[src/rtl/hwpe_ctrl_regfile_arbiter.sv]
// Round-robin arbiter sharing the HWPE control register file read/write port pair
// between N_REQ TCDM-style requesters, with a 1-cycle registered response path.
module hwpe_ctrl_regfile_arbiter #(
  parameter int unsigned N_REQ      = 2,
  parameter int unsigned ADDR_WIDTH = 5,
  parameter int unsigned DATA_WIDTH = 32,
  parameter int unsigned NUM_BYTE   = DATA_WIDTH / 8,
  parameter int unsigned ID_WIDTH   = $clog2(N_REQ)
) (
  input  logic                                clk,
  input  logic                                rst_n,
  input  logic                                clear,
  input  logic [N_REQ-1:0]                    req_i,
  input  logic [N_REQ-1:0]                    wen_i,
  input  logic [N_REQ-1:0][ADDR_WIDTH-1:0]    add_i,
  input  logic [N_REQ-1:0][DATA_WIDTH-1:0]    data_i,
  input  logic [N_REQ-1:0][NUM_BYTE-1:0]      be_i,
  output logic [N_REQ-1:0]                    gnt_o,
  output logic [N_REQ-1:0]                    r_valid_o,
  output logic [DATA_WIDTH-1:0]               r_data_o,
  output logic                                rf_read_enable_o,
  output logic [ADDR_WIDTH-1:0]               rf_read_addr_o,
  input  logic [DATA_WIDTH-1:0]               rf_read_data_i,
  output logic                                rf_write_enable_o,
  output logic [ADDR_WIDTH-1:0]               rf_write_addr_o,
  output logic [DATA_WIDTH-1:0]               rf_write_data_o,
  output logic [NUM_BYTE-1:0]                 rf_write_be_o
);

  localparam int unsigned SumWidth = ID_WIDTH + 1;

  logic [ID_WIDTH-1:0] ptr_q, ptr_d;
  logic [ID_WIDTH-1:0] r_id_q, r_id_d;
  logic                r_pend_q, r_pend_d;
  logic                r_is_read_q, r_is_read_d;

  logic                gnt_valid;
  logic [ID_WIDTH-1:0] gnt_idx;
  logic [SumWidth-1:0] scan_sum;
  logic [ID_WIDTH-1:0] scan_idx;

  // Scan from ptr_q upwards, wrapping modulo N_REQ; the first requester found wins.
  always_comb begin
    gnt_valid = 1'b0;
    gnt_idx   = '0;
    scan_sum  = '0;
    scan_idx  = '0;
    for (int unsigned k = 0; k < N_REQ; k++) begin
      scan_sum = {1'b0, ptr_q} + SumWidth'(k);
      if (scan_sum >= SumWidth'(N_REQ)) begin
        scan_sum = scan_sum - SumWidth'(N_REQ);
      end
      scan_idx = scan_sum[ID_WIDTH-1:0];
      if (!gnt_valid && req_i[scan_idx]) begin
        gnt_valid = 1'b1;
        gnt_idx   = scan_idx;
      end
    end
    if (!rst_n || clear) begin
      gnt_valid = 1'b0;
    end
  end

  always_comb begin
    gnt_o             = '0;
    rf_read_enable_o  = 1'b0;
    rf_read_addr_o    = '0;
    rf_write_enable_o = 1'b0;
    rf_write_addr_o   = '0;
    rf_write_data_o   = '0;
    rf_write_be_o     = '0;
    if (gnt_valid) begin
      gnt_o = N_REQ'(1) << gnt_idx;
      if (wen_i[gnt_idx]) begin
        rf_write_enable_o = 1'b1;
        rf_write_addr_o   = add_i[gnt_idx];
        rf_write_data_o   = data_i[gnt_idx];
        rf_write_be_o     = be_i[gnt_idx];
      end else begin
        rf_read_enable_o = 1'b1;
        rf_read_addr_o   = add_i[gnt_idx];
      end
    end
  end

  // The register file returns read data one cycle after the address, so the response
  // data is passed straight through while the registered grant says it belongs to a read.
  always_comb begin
    r_valid_o = '0;
    r_data_o  = '0;
    if (rst_n && r_pend_q) begin
      r_valid_o = N_REQ'(1) << r_id_q;
      if (r_is_read_q) begin
        r_data_o = rf_read_data_i;
      end
    end
  end

  always_comb begin
    ptr_d       = ptr_q;
    r_pend_d    = gnt_valid;
    r_id_d      = r_id_q;
    r_is_read_d = r_is_read_q;
    if (gnt_valid) begin
      r_id_d      = gnt_idx;
      r_is_read_d = ~wen_i[gnt_idx];
      if (32'(gnt_idx) == N_REQ - 1) begin
        ptr_d = '0;
      end else begin
        ptr_d = gnt_idx + 1'b1;
      end
    end
    if (clear) begin
      ptr_d    = '0;
      r_pend_d = 1'b0;
    end
  end

  always_ff @(posedge clk or negedge rst_n) begin
    if (!rst_n) begin
      ptr_q       <= '0;
      r_pend_q    <= 1'b0;
      r_id_q      <= '0;
      r_is_read_q <= 1'b0;
    end else begin
      ptr_q       <= ptr_d;
      r_pend_q    <= r_pend_d;
      r_id_q      <= r_id_d;
      r_is_read_q <= r_is_read_d;
    end
  end

endmodule
[config.mk]
export PLATFORM = sky130hd
export DESIGN_NAME = hwpe_ctrl_regfile_arbiter
export DESIGN_NICKNAME = d
export VERILOG_FILES = /design/src/rtl/hwpe_ctrl_regfile_arbiter.sv
export SDC_FILE = /design/constraint.sdc
export NUM_CORES = 1
export LEC_CHECK = 0
export ABC_CLOCK_PERIOD_IN_PS = 1600
export CAP_MARGIN = 10
export CORE_AREA = 2 2 80 82
export DETAILED_ROUTE_END_ITERATION = 16
export DIE_AREA = 0 0 82 84
export GPL_TIMING_DRIVEN = 0
export PLACE_DENSITY = 0.73
export SYNTH_ARGS = -nofsm -noshare
export SYNTH_HDL_FRONTEND = slang
export SYNTH_SLANG_ARGS = --single-unit
[constraint.sdc]
create_clock -name clk -period 1.6 [get_ports clk]
set_input_delay 0.32 -clock clk [delete_from_list [all_inputs] [get_ports clk]]
set_output_delay 0.32 -clock clk [all_outputs]
set_load 0.005 [all_outputs]
==> results, run 1 <==
- No sink is reached through more buffers than the 2 on the longest clock path.
- The complex-gate fraction of the synthesized area is 0.462.
- In the post-route analysis, the smallest setup slack over all paths is -349 ps.
- Counting I/O delays and the setup requirement, the final critical path takes 1950 ps.
- The highest net fanout along the worst path is 5.
- The origin of the worst setup path is ptr_q.
- The number of enable flip-flop cells after synthesis is 0.
- The growth of design area from synthesis to finish is 244%.
- The worst setup path is captured at an output pin.
- The clock-pin slew reported for the worst setup and hold paths after clock tree synthesis is 30 ps.
- The total I/O pin count is 205.
- Detailed placement ended at an HPWL of 5400 um.
- By instance count, the leading cell after synthesis is sky130_fd_sc_hd__a22o_1.
- Counting instances in the post-synthesis netlist gives the leading cell types as 46 x sky130_fd_sc_hd__a22o_1, 32 x sky130_fd_sc_hd__and2_1, 5 x sky130_fd_sc_hd__buf_6.
- The mean routed wirelength per cell is 16.1 um.
- The proportion of synthesized flip-flops having asynchronous set or reset is 1.00.
- The total of buffers placed on input and output ports is 204.
- The net count of the finished layout is 482.
- In this design, the stage delay of the slowest critical-path cell is 400 ps.
- The commonest register cell after synthesis is sky130_fd_sc_hd__dfrtp_1.
- The DRC marker count from the first detailed-route iteration is 36.
- The category of cells accounting for the largest share of critical-path delay is flip-flops.
- The detail route stage leaves a number of antenna-violating nets equal to 0.
- Summed over all instances, the cell type with the most area after synthesis is sky130_fd_sc_hd__a22o_1.
- The proportion of synthesized chip area in sequential cells is 0.101.
- The die covers 6890 um^2.
- The via density per instance is 4.54.
- The placeable core region is 6100 um^2.
- The die height is 84 um.
- The final wirelength is 7030 um.
- Yosys attributes the largest share of cell area to sky130_fd_sc_hd__a22o_1 41%, sky130_fd_sc_hd__and2_1 20%, sky130_fd_sc_hd__dfrtp_1 10%, sky130_fd_sc_hd__buf_6 5.7%, sky130_fd_sc_hd__nor4b_2 3.0%.
- The final reports fail on negative setup slack.
- Setup repair after global routing could not meet its margin everywhere.
- The required arrival time at the worst endpoint is 1280 ps.
- The clock arrives with 1.28 ps of skew.
- The effective utilization at floorplan is 0.163.
- VDD sags by at most 242 uV.
- The setup slack on the worst flop-to-flop path is 500 ps.
- The antenna diode count is 0.
- The worst slew margin relative to its limit is 0.856.
- The initial antenna violation count is 0.
- The total via count in the routed design is 1978.
- Timing would allow up to 513 MHz.
- The mapped netlist covers 991 um^2.
- The fraction of the core area covered by cells at the end of the flow is 0.560.
- At the end of routability-driven placement, the weighted congestion stood at 0.715.
- The number of distinct library cells after synthesis is 26.
- The largest net degree at the start of global routing is 11.
- The clock sink count is 4.
- CTS built an H-tree with a depth of 1.
- Of the total synthesized cell area, the portion taken by AND, OR, NAND and NOR gates is 0.340.
- The reg-to-reg critical path endpoint is r_is_read_q.
- Each instance of the synthesized netlist takes up on average 8.06 um^2.
- The total grt overflow is 0.
- The main combinational cell family by area after synthesis is compound AO/OA/AOI/OAI gates.
- The CTS tree is done.
- The cell repeated most along the worst path is sky130_fd_sc_hd__buf_6.
- The number of cell rows is 29.
- The critical path is of the reg2out type.
- Setup violations remaining at the end of the flow were counted as 56.
- Synthesis handed over a netlist of 123 instances.
- The number of clock buffers added by TritonCTS is 3.
- The worst hold path passes through 2 cells.
- The overall power consumption is 0.920 mW.
- The fraction of post-synthesis cell area in the top cell type by area is 0.407.
- The count of final max-slew check failures is 0.
- Of the total synthesized cell area, the portion taken by full adders, half adders and majority gates is 0.
- The critical path contains buffers and inverters numbering 3 combined.
- Of the total synthesized cell area, the portion taken by XOR and XNOR cells is 0.
- The first detailed-routing pass took 4 iterations.
- The cell at the root of the clock tree is sky130_fd_sc_hd__clkbuf_8.
- In the routed design, unresolved DRC markers number 0.
- Walking the worst path, the cells encountered are and2_4, and4b_2, buf_6, buf_6, a22o_1, buf_2.
- The static leakage is 1.72 nW.
- The source of the worst register-to-register timing path is ptr_q.
- After synthesis the netlist holds a flip-flop and latch count of 4.
- For this run, the total global-route usage over all layers was measured as 0.185.
- The total placed instance area is 3130 um^2.
- The hold violation count in the final report came to 0.
- The flow ran to the end, but the final reports show violations.
- Once layout is done, the placed cells without fillers occupy 3410 um^2.
- The max capacitance violation total is 0.
- The tightest min-delay check is of the in2reg type.
- The measured slew at the worst slew-check pin is 216 ps.
- The die width is 82 um.
- The portion of synthesized area spent on multiplexers is 0.
- The power density relative to cell area is 270 nW/um^2.
- Counting the fill cells in the layout gives 578.
- On the critical path, the stage with the largest delay is an instance of sky130_fd_sc_hd__dfrtp_2.
- The startpoint identified for the worst hold timing path is clear.
- Clock latency on the worst-skew pair, taken at its later pin, is 220 ps.
- Of the cells placed in the final design, the portion with a size suffix greater than 1 is 0.465.
- For hold timing, the worst endpoint is ptr_q.
- STA classifies the critical path startpoint as a flop.
- The via count of the first global-routing pass is 2108.
- The count of yosys warnings during synthesis is 0.
- The worst endpoint data arrival time is 1630 ps.
- The first global-routing pass estimated 10100 um of wire.
- The worst register-to-register path has a depth of 4.
- The synthesized netlist net count is 244.
- The period utilization is 1.22.
## worst register-to-register path, cell delays in order, from the launching register on
cell	delay, ps
sky130_fd_sc_hd__dfrtp_2	430
sky130_fd_sc_hd__nand2b_4	160
sky130_fd_sc_hd__a21boi_2	190
sky130_fd_sc_hd__buf_4	130
sky130_fd_sc_hd__o2bb2ai_1	70
## registers in the layout, summed over array words and instances, names as in the netlist
signal       cells
r_pend_q         1
ptr_q            1
r_is_read_q      1
r_id_q           1
## worst max-delay path by stage
stage / to / slack (ps) / cells past startpoint
final: rf_write_data_o[1] / -350 / 6
after global routing: rf_write_data_o[2] / -430 / 6
after CTS: rf_write_data_o[15] / -370 / 6
after detailed placement: rf_read_addr_o[1] / -1280 / 5
after global placement: rf_read_addr_o[1] / -1250 / 5
after floorplan: rf_write_addr_o[0] / 100 / 5
## timing repair
item                                    in CTS  in global routing
endpoints found under the setup margin      84                 81
pin swaps                                   68                 11
gates resized for setup                    416                 48
buffers inserted                            26                  6
hold buffers                                 1                  0
cloned                                       8                  0
hold endpoints to repair                     4                  0
## per-stage QoR
| step | hold slack (ps) | setup WS [ps] | instances | TNS [ps] |
|---|---|---|---|---|
| floorplan | 24.4 | 103 | 123 | 0 |
| global route | 293 | -432 | 436 | -18890 |
| detailed placement | 501 | -1280 | 404 | -91840 |
| global placement | 477 | -1250 | 404 | -89540 |
| finish | 278 | -349 | 436 | -15070 |
| CTS | 280 | -370 | 440 | -19390 |
## logic make-up (layout without fill, tap and decap cells)
logic type	Yosys count	count (layout)
buffers and inverters	14	250
flip-flops	4	4
AO/OA/AOI/OAI	53	53
AND/OR/NAND/NOR	52	52
## where the power goes
| part | switching (mW) | internal, mW |
|---|---|---|
| clock | 0.0519 | 0.160 |
| sequential | 0.00868 | 0.113 |
| combinational | 0.166 | 0.419 |
| total | 0.227 | 0.693 |
## layout by cell type (no fill, tap or decap), types with 2 or more instances in the layout
| cell | instances |
|---|---|
| sky130_fd_sc_hd__nor2_1 | 3 |
| sky130_fd_sc_hd__and2_4 | 24 |
| sky130_fd_sc_hd__buf_6 | 49 |
| sky130_fd_sc_hd__and2_1 | 9 |
| sky130_fd_sc_hd__buf_8 | 4 |
| sky130_fd_sc_hd__buf_4 | 11 |
| sky130_fd_sc_hd__clkbuf_2 | 2 |
| sky130_fd_sc_hd__a22o_1 | 46 |
| sky130_fd_sc_hd__clkdlybuf4s50_1 | 114 |
| sky130_fd_sc_hd__buf_2 | 58 |
| sky130_fd_sc_hd__dlygate4sd2_1 | 3 |
| sky130_fd_sc_hd__nand2_1 | 3 |
| sky130_fd_sc_hd__dlymetal6s2s_1 | 3 |
| sky130_fd_sc_hd__nand2b_4 | 2 |
| sky130_fd_sc_hd__nor4b_4 | 2 |
| sky130_fd_sc_hd__dfrtp_1 | 3 |
| sky130_fd_sc_hd__and3_1 | 2 |
| sky130_fd_sc_hd__clkbuf_8 | 3 |
## metal layers
layer	global-route usage	vias up	share of wire
li1	-	945	-
met5	0	-	0
met3	0.0487	10	0.13
met4	0.0455	0	0.017
met1	0.182	891	0.34
met2	0.365	132	0.51
## area by class of cell
cell class	count	area, um^2	share of cell area
repair buffers	235	2110	0.618
multi-input cells	105	931	0.273
plain buffers	11	128	0.0374
flip-flops and latches	4	101	0.0297
well taps	77	96.3	0.0282
clock buffers	3	41.3	0.0121
inverters	1	3.75	0.00110
(Power assumes the default switching activity.)
==> run 2, diff against run 1 <==
--- a/config.mk
+++ b/config.mk
@@ -5,7 +5,7 @@
 export SDC_FILE = /design/constraint.sdc
 export NUM_CORES = 1
 export LEC_CHECK = 0
-export ABC_CLOCK_PERIOD_IN_PS = 1600
+export ABC_CLOCK_PERIOD_IN_PS = 1900
 export CAP_MARGIN = 10
 export CORE_AREA = 2 2 80 82
 export DETAILED_ROUTE_END_ITERATION = 16
==> constraint.sdc (replaced) <==
create_clock -name clk -period 1.9 [get_ports clk]
set_input_delay 0.38 -clock clk [delete_from_list [all_inputs] [get_ports clk]]
set_output_delay 0.38 -clock clk [all_outputs]
set_load 0.005 [all_outputs]
==> run 2 against run 1 <==
Effect of this change:
- the flow still finishes with violations (negative setup slack)
- critical path type unchanged
- die area unchanged
- core utilization decreased by 2.8 points
- sequential power decreased by 16%
- sequential cell count unchanged
- highest routed layer unchanged
- via count decreased by 2.1%
- critical path depth unchanged
==> results, run 2 (synthesized netlist as in run 1, its figures left out) <==
- For this block, the via count after detailed routing is 1937.
- For this run the aggregate overflow at the end of global routing stands at 0.
- The number of cells after detailed placement is 404.
- The antenna diode count is 0.
- The worst slew margin relative to its limit is 0.859.
- Across the routed clock network, the largest skew measured is 0.956 ps.
- For this run, the total global-route usage over all layers was measured as 0.176.
- The placeable core region is 6100 um^2.
- Of all nets on the critical path, the largest fanout is 5.
- The filler cell count in the final layout is 601.
- The count of buffers added on input and output ports is 204.
- For this run, global-route usage on met3 was measured as 0.0541.
- Relative to the synthesized area, the layout overhead comes to 227%.
- The worst ir drop on vdd is 194 uV.
- For this design the top-level I/O count stands at 205.
- The via count of the first global-routing pass is 1976.
- For this run, global-route usage on met2 was measured as 0.345.
- Across the whole layout, storage elements account for 101 um^2.
- Max-cap violations in this run came to 0.
- In the final layout, the share of cells above drive strength 1 is 0.284.
- Summed over all failing endpoints, the final setup total negative slack is -4380 ps.
- The global routing stage identified its most utilized layer as met2.
- Clock-pin slew was measured on the worst setup and hold paths at 30 ps.
- The number of buffers on the longest clock path is 2.
- The worst setup path is launched from a flop.
- STA classifies the critical path endpoint as an output pin.
- The die covers 6890 um^2.
- The routed design could run at a clock period as short as 2020 ps.
- Entering global routing, the biggest net connects 11 pins.
- The via density per instance is 4.52.
- Setup repair after global routing could not meet its margin everywhere.
- The estimated wirelength of the detail-placed design is 5400 um.
- The remaining design rule violation count is 0.
- The hold violation count in the final report is 0.
- For the pin with the worst max-slew slack, the measured transition is 211 ps.
- The clock sink count is 4.
- The count of final max-slew check failures is 0.
- For this run, global-route usage on met1 was measured as 0.172.
- The CTS tree is done.
- The fmax is 494 MHz.
- The period utilization is 1.07.
- In this run the power density over the cells is 228 nW/um^2.
- The type of the most critical hold path is in2reg.
- The DRC marker count from the first detailed-route iteration is 28.
- The detail route stage leaves a number of antenna-violating nets equal to 0.
- The required arrival time at the worst endpoint is 1520 ps.
- The final reports fail on negative setup slack.
- The leading cell type in the layout, fill and taps excluded is sky130_fd_sc_hd__clkdlybuf4s50_1.
- In the layout the commonest cells are 117 x sky130_fd_sc_hd__clkdlybuf4s50_1, 48 x sky130_fd_sc_hd__buf_2, 46 x sky130_fd_sc_hd__a22o_1.
- The floorplan step set the die height to 84 um.
- The flow ran to the end, but the final reports show violations.
- Measured along the x axis, the die boundary spans 82 um.
- The path depth of the worst reg2reg path is 3.
- At the worst endpoint, the arrival time is 1640 ps.
- After the flow finishes, the layout carries non-filler instances totaling 429.
- Once routing completed, OpenROAD measured the worst setup slack at -124 ps.
- The length of the first detailed-routing pass in iterations is 4.
- The multi-input gate area in the final layout is 845 um^2.
- Setup violations remaining at the end of the flow were counted as 45.
- Buffers inserted during clock tree synthesis total 3.
- The global-route wire length before repair is 9510 um.
- The mean routed wirelength per cell is 15.9 um.
- Along the worst hold path, the cell count comes to 2.
- The H-tree level count is 1.
- The congestion estimate from routability-driven global placement came to 0.715.
- The total non-filler cell area in the finished layout is 3240 um^2.
- The initial utilization of the core area, before any placement, comes to 0.163.
- The category of the critical setup timing path is reg2out.
- The initial antenna violation count was 0.
- The static leakage is 1.63 nW.
- The worst hold slack is 341 ps.
- The total placed instance area is 3130 um^2.
- The final wirelength is 6810 um.
- The net count of the finished layout is 475.
- The number of cell rows is 29.
- The later pin in the worst-skew pair is clocked with a latency of 220 ps.
- The cell at the root of the clock tree is sky130_fd_sc_hd__clkbuf_8.
==> run 2: layer usage <==
metal	routed length [um]	up-vias	part of all wire
met5	0	-	0
met2	3510	134	0.51
met4	84	0	0.012
met1	2290	866	0.34
li1	-	929	-
met3	926	8	0.14
==> run 2: metrics by stage <==
step	setup WS [ps]	power, mW	utilization
final	-124	0.737	0.531
after global routing	-202	0.781	0.531
after CTS	-144	0.742	0.527
after detailed placement	-1100	0.549	0.513
after global placement	-1070	0.544	0.513
after floorplan	297	0.190	-
==> run 2: cell type report <==
class	instances	area share
multi-input cells	105	0.261
clock buffers	3	0.0128
repair buffers	227	0.621
flip-flops and latches	4	0.0313
well taps	77	0.0298
plain buffers	12	0.0429
inverters	1	0.00116
==> run 2: repair_timing <==
item                                    CTS  global route
hold buffers                              1             0
endpoints found under the hold margin     4             0
gates cloned                              7             0
endpoints found under the setup margin   84            64
resized for setup                       280            13
buffers inserted                         13             2
pin swaps                                44             4
==> run 2: worst paths after layout <==
check	endpoint	from	slack, ps
max	rf_write_data_o[2]	ptr_q	-120
min	ptr_q	clear	340
max reg2reg	r_id_q	ptr_q	790
min reg2reg	r_id_q	r_id_q	510
max in group asynchronous	ptr_q	rst_n	1110
min in group asynchronous	r_id_q	rst_n	600
==> run 2: worst max-delay path: stages, from the launching register on <==
cell and delay, ps:
sky130_fd_sc_hd__dfrtp_2 390, sky130_fd_sc_hd__and2_4 170, sky130_fd_sc_hd__and4b_2 250, sky130_fd_sc_hd__buf_6 140, sky130_fd_sc_hd__buf_6 120, sky130_fd_sc_hd__a22o_1 210
sky130_fd_sc_hd__buf_2 140
==> run 2: power by group <==
| part | total [mW] | switching (mW) | internal (mW) | leakage, nW |
|---|---|---|---|---|
| sequential | 0.103 | 0.00751 | 0.0954 | 0.0500 |
| combinational | 0.456 | 0.127 | 0.329 | 1.56 |
| clock | 0.178 | 0.0432 | 0.135 | 0.0216 |
| total | 0.737 | 0.178 | 0.559 | 1.63 |
==> run 3, diff against run 2 <==
--- a/config.mk
+++ b/config.mk
@@ -10,7 +10,6 @@
 export CORE_AREA = 2 2 80 82
 export DETAILED_ROUTE_END_ITERATION = 16
 export DIE_AREA = 0 0 82 84
-export GPL_TIMING_DRIVEN = 0
 export PLACE_DENSITY = 0.73
 export SYNTH_ARGS = -nofsm -noshare
 export SYNTH_HDL_FRONTEND = slang
==> run 3 against run 2 <==
Effect of this change:
- the run still ends with negative setup slack left
- highest routed layer unchanged
- power up 0.33%
- register-to-register slack got worse by 110 ps
- critical path depth unchanged
- worst setup slack got worse by 88 ps
- sequential power hardly changed
==> results, run 3 (synthesized netlist as in run 1, its figures left out) <==
- In the layout the commonest cells are 116 x sky130_fd_sc_hd__clkdlybuf4s50_1, 46 x sky130_fd_sc_hd__a22o_1, 38 x sky130_fd_sc_hd__buf_2.
- The worst slew margin relative to its limit is 0.848.
- For this run, the detailed router's first-pass iteration total came to 4.
- TritonCTS built the clock tree.
- The effective utilization at floorplan is 0.163.
- The flow ran to the end, but the final reports show violations.
- The clock-pin slew reported for the worst setup and hold paths after clock tree synthesis is 30 ps.
- The count of final max-slew check failures is 0.
- The final layout contains 471 nets.
- The wire-length estimate of the detail-placed layout is 5280 um.
- The DRC marker count from the first detailed-route iteration is 29.
- 205 I/O pins were placed.
- The leading cell type in the layout, fill and taps excluded is sky130_fd_sc_hd__clkdlybuf4s50_1.
- On the critical path the largest part of the delay comes from simple AND/OR/NAND/NOR gates.
- The number of antenna diodes in the final layout is 0.
- At the later pin of the worst-skew pair, clock insertion delay measures 220 ps.
- Derived from the worst setup path, the maximum achievable clock frequency is 473 MHz.
- After global routing the overflow that remains totals 0.
- The die area is 6890 um^2.
- The worst clock skew is 0.541 ps.
- The die width is 82 um.
- IR analysis of the VDD net gives a maximum drop of 139 uV.
- The worst path in the final design needs a cycle of 2110 ps, including I/O delays and setup.
- The area growth from synthesis to layout is 221%.
- After filler insertion, the fill cell instance count of the layout stands at 605.
- The overall global routing resource usage is 0.181.
- Entering global routing, the biggest net connects 42 pins.
- The longest individual stage delay on the worst path is 410 ps.
- The initial antenna violation count is 0.
- The global-route wire length before repair is 9630 um.
- The final layout contains routed wiring with a total length of 6960 um.
- For this run, design rule violations remaining after detail routing come to 0.
- The power density relative to cell area is 232 nW/um^2.
- Setup violations remaining at the end of the flow were counted as 46.
- In this run the number of H-tree levels came out at 1.
- Setup repair after global routing could not meet its margin everywhere.
- The placeable core region is 6100 um^2.
- The number of buffers inserted during clock tree synthesis is 3.
- The worst hold slack is 185 ps.
- The category of the critical setup timing path is reg2out.
- In the final layout, the share of cells above drive strength 1 is 0.270.
- For the worst setup path, the data required time is 1520 ps.
- The slowest stage of the critical path is the sky130_fd_sc_hd__dfrtp_1 cell.
- The checks that failed: negative setup slack.
- Summing all multi-input logic gate instances after layout gives 823 um^2.
- The number of buffers inserted for hold repair after clock tree synthesis is 0.
- The detailed router placed 1927 vias in this run.
- The critical path goes through and2_4, and4b_4, buf_6, buf_16, a22o_1, buf_2.
- The count of antenna-violating nets left after detailed routing is 0.
- The worst endpoint data arrival time is 1730 ps.
- In the final layout, flip-flops and latches occupy 100 um^2.
- The hold violation count in the final report is 0.
- The static leakage is 1.59 nW.
- The routability congestion estimate from global placement is 0.803.
- For this design, the sink count on the clock tree is 4.
- No sink is reached through more buffers than the 2 on the longest clock path.
- In this run the worst path has a maximum fanout of 5.
- After detailed routing, the average wire length per cell comes to 16.4 um.
- The floorplan has 29 rows.
- The setup slack on the worst flop-to-flop path is 680 ps.
- The type of the most critical hold path is in2async.
- From bottom edge to top edge, the die measures 84 um.
- Setup slack on the critical path of the routed design comes to -212 ps.
- The period utilization is 1.11.
- The buffering stage count on the worst path with inverters included is 3.
- The measured slew at the worst slew-check pin is 227 ps.
- In the final timing run, aggregate negative setup slack is -4940 ps.
- The nature of the critical path endpoint is an output pin.
- The total of buffers placed on input and output ports is 204.
- The via density per instance is 4.53.
- The cell at the root of the clock tree is sky130_fd_sc_hd__clkbuf_8.
- The via count of the first global-routing pass is 1998.
- Across the run, the number of max-cap violations was 0.
- The kind of start point of the critical path is a flop.
[run 3: cell types whose count changed in the layout (fill, tap and decap cells not counted), moves of 3 or more]
cell / before / now
sky130_fd_sc_hd__clkbuf_2: 1 / 11
sky130_fd_sc_hd__buf_6: 11 / 8
sky130_fd_sc_hd__dlygate4sd2_1: 27 / 22
sky130_fd_sc_hd__clkbuf_8: 8 / 3
sky130_fd_sc_hd__clkdlybuf4s15_1: 10 / 15
sky130_fd_sc_hd__buf_2: 48 / 38
[run 3: worst paths after layout]
path	start	cells after the start	endpoint
max reg2reg	ptr_q	4	r_id_q
min reg2reg	r_is_read_q	1	r_is_read_q
min	rst_n	3	ptr_q
max	ptr_q	6	rf_write_data_o[3]
min in group clk	clear	2	ptr_q
max in group asynchronous	rst_n	3	r_pend_q
[run 3: worst reg2reg max path, cell delays in order, from the launching register on]
cell and delay, ps:
sky130_fd_sc_hd__dfrtp_1 410, sky130_fd_sc_hd__nand2b_1 210, sky130_fd_sc_hd__and3_1 220, sky130_fd_sc_hd__buf_4 130, sky130_fd_sc_hd__a21o_1 140
[run 3: what timing repair did]
action / 4_1_cts / 5_1_grt
cloned: 5 / 0
endpoints found under the setup margin: 84 / 60
buffers inserted: 15 / 2
gates resized for setup: 176 / 96
pin swaps: 12 / 14
[run 3: final cells by class]
cell class / count / share of cell area
sequential: 4 / 0.0314
clock buffer: 3 / 0.0130
inverter: 1 / 0.00118
tap: 77 / 0.0303
multi-input combinational: 105 / 0.259
timing repair buffer: 235 / 0.666
[run 3: power by group]
| part | total [mW] | switching (mW) | internal, mW |
|---|---|---|---|
| combinational | 0.459 | 0.128 | 0.331 |
| sequential | 0.102 | 0.00688 | 0.0951 |
| clock | 0.179 | 0.0439 | 0.135 |
| total | 0.740 | 0.178 | 0.561 |
[run 3: stage by stage]
stage / cell area, um^2 / utilization / setup slack, ps / total power, mW / instances
after floorplan: 991 / - / 297 / 0.190 / 123
after CTS: 3400 / 0.558 / -266 / 0.767 / 429
after global routing: 3180 / 0.522 / -250 / 0.786 / 425
final: 3180 / 0.522 / -212 / 0.740 / 425
after detailed placement: 3190 / 0.523 / -756 / 0.565 / 406
after global placement: 3190 / 0.523 / -722 / 0.563 / 406
[run 3: layer usage]
metal	track usage	vias to the layer above	part of all wire
met3	0.0563	8	0.13
met1	0.179	869	0.35
met5	0	-	0
met4	0.0545	0	0.020
met2	0.346	130	0.51
li1	-	920	-
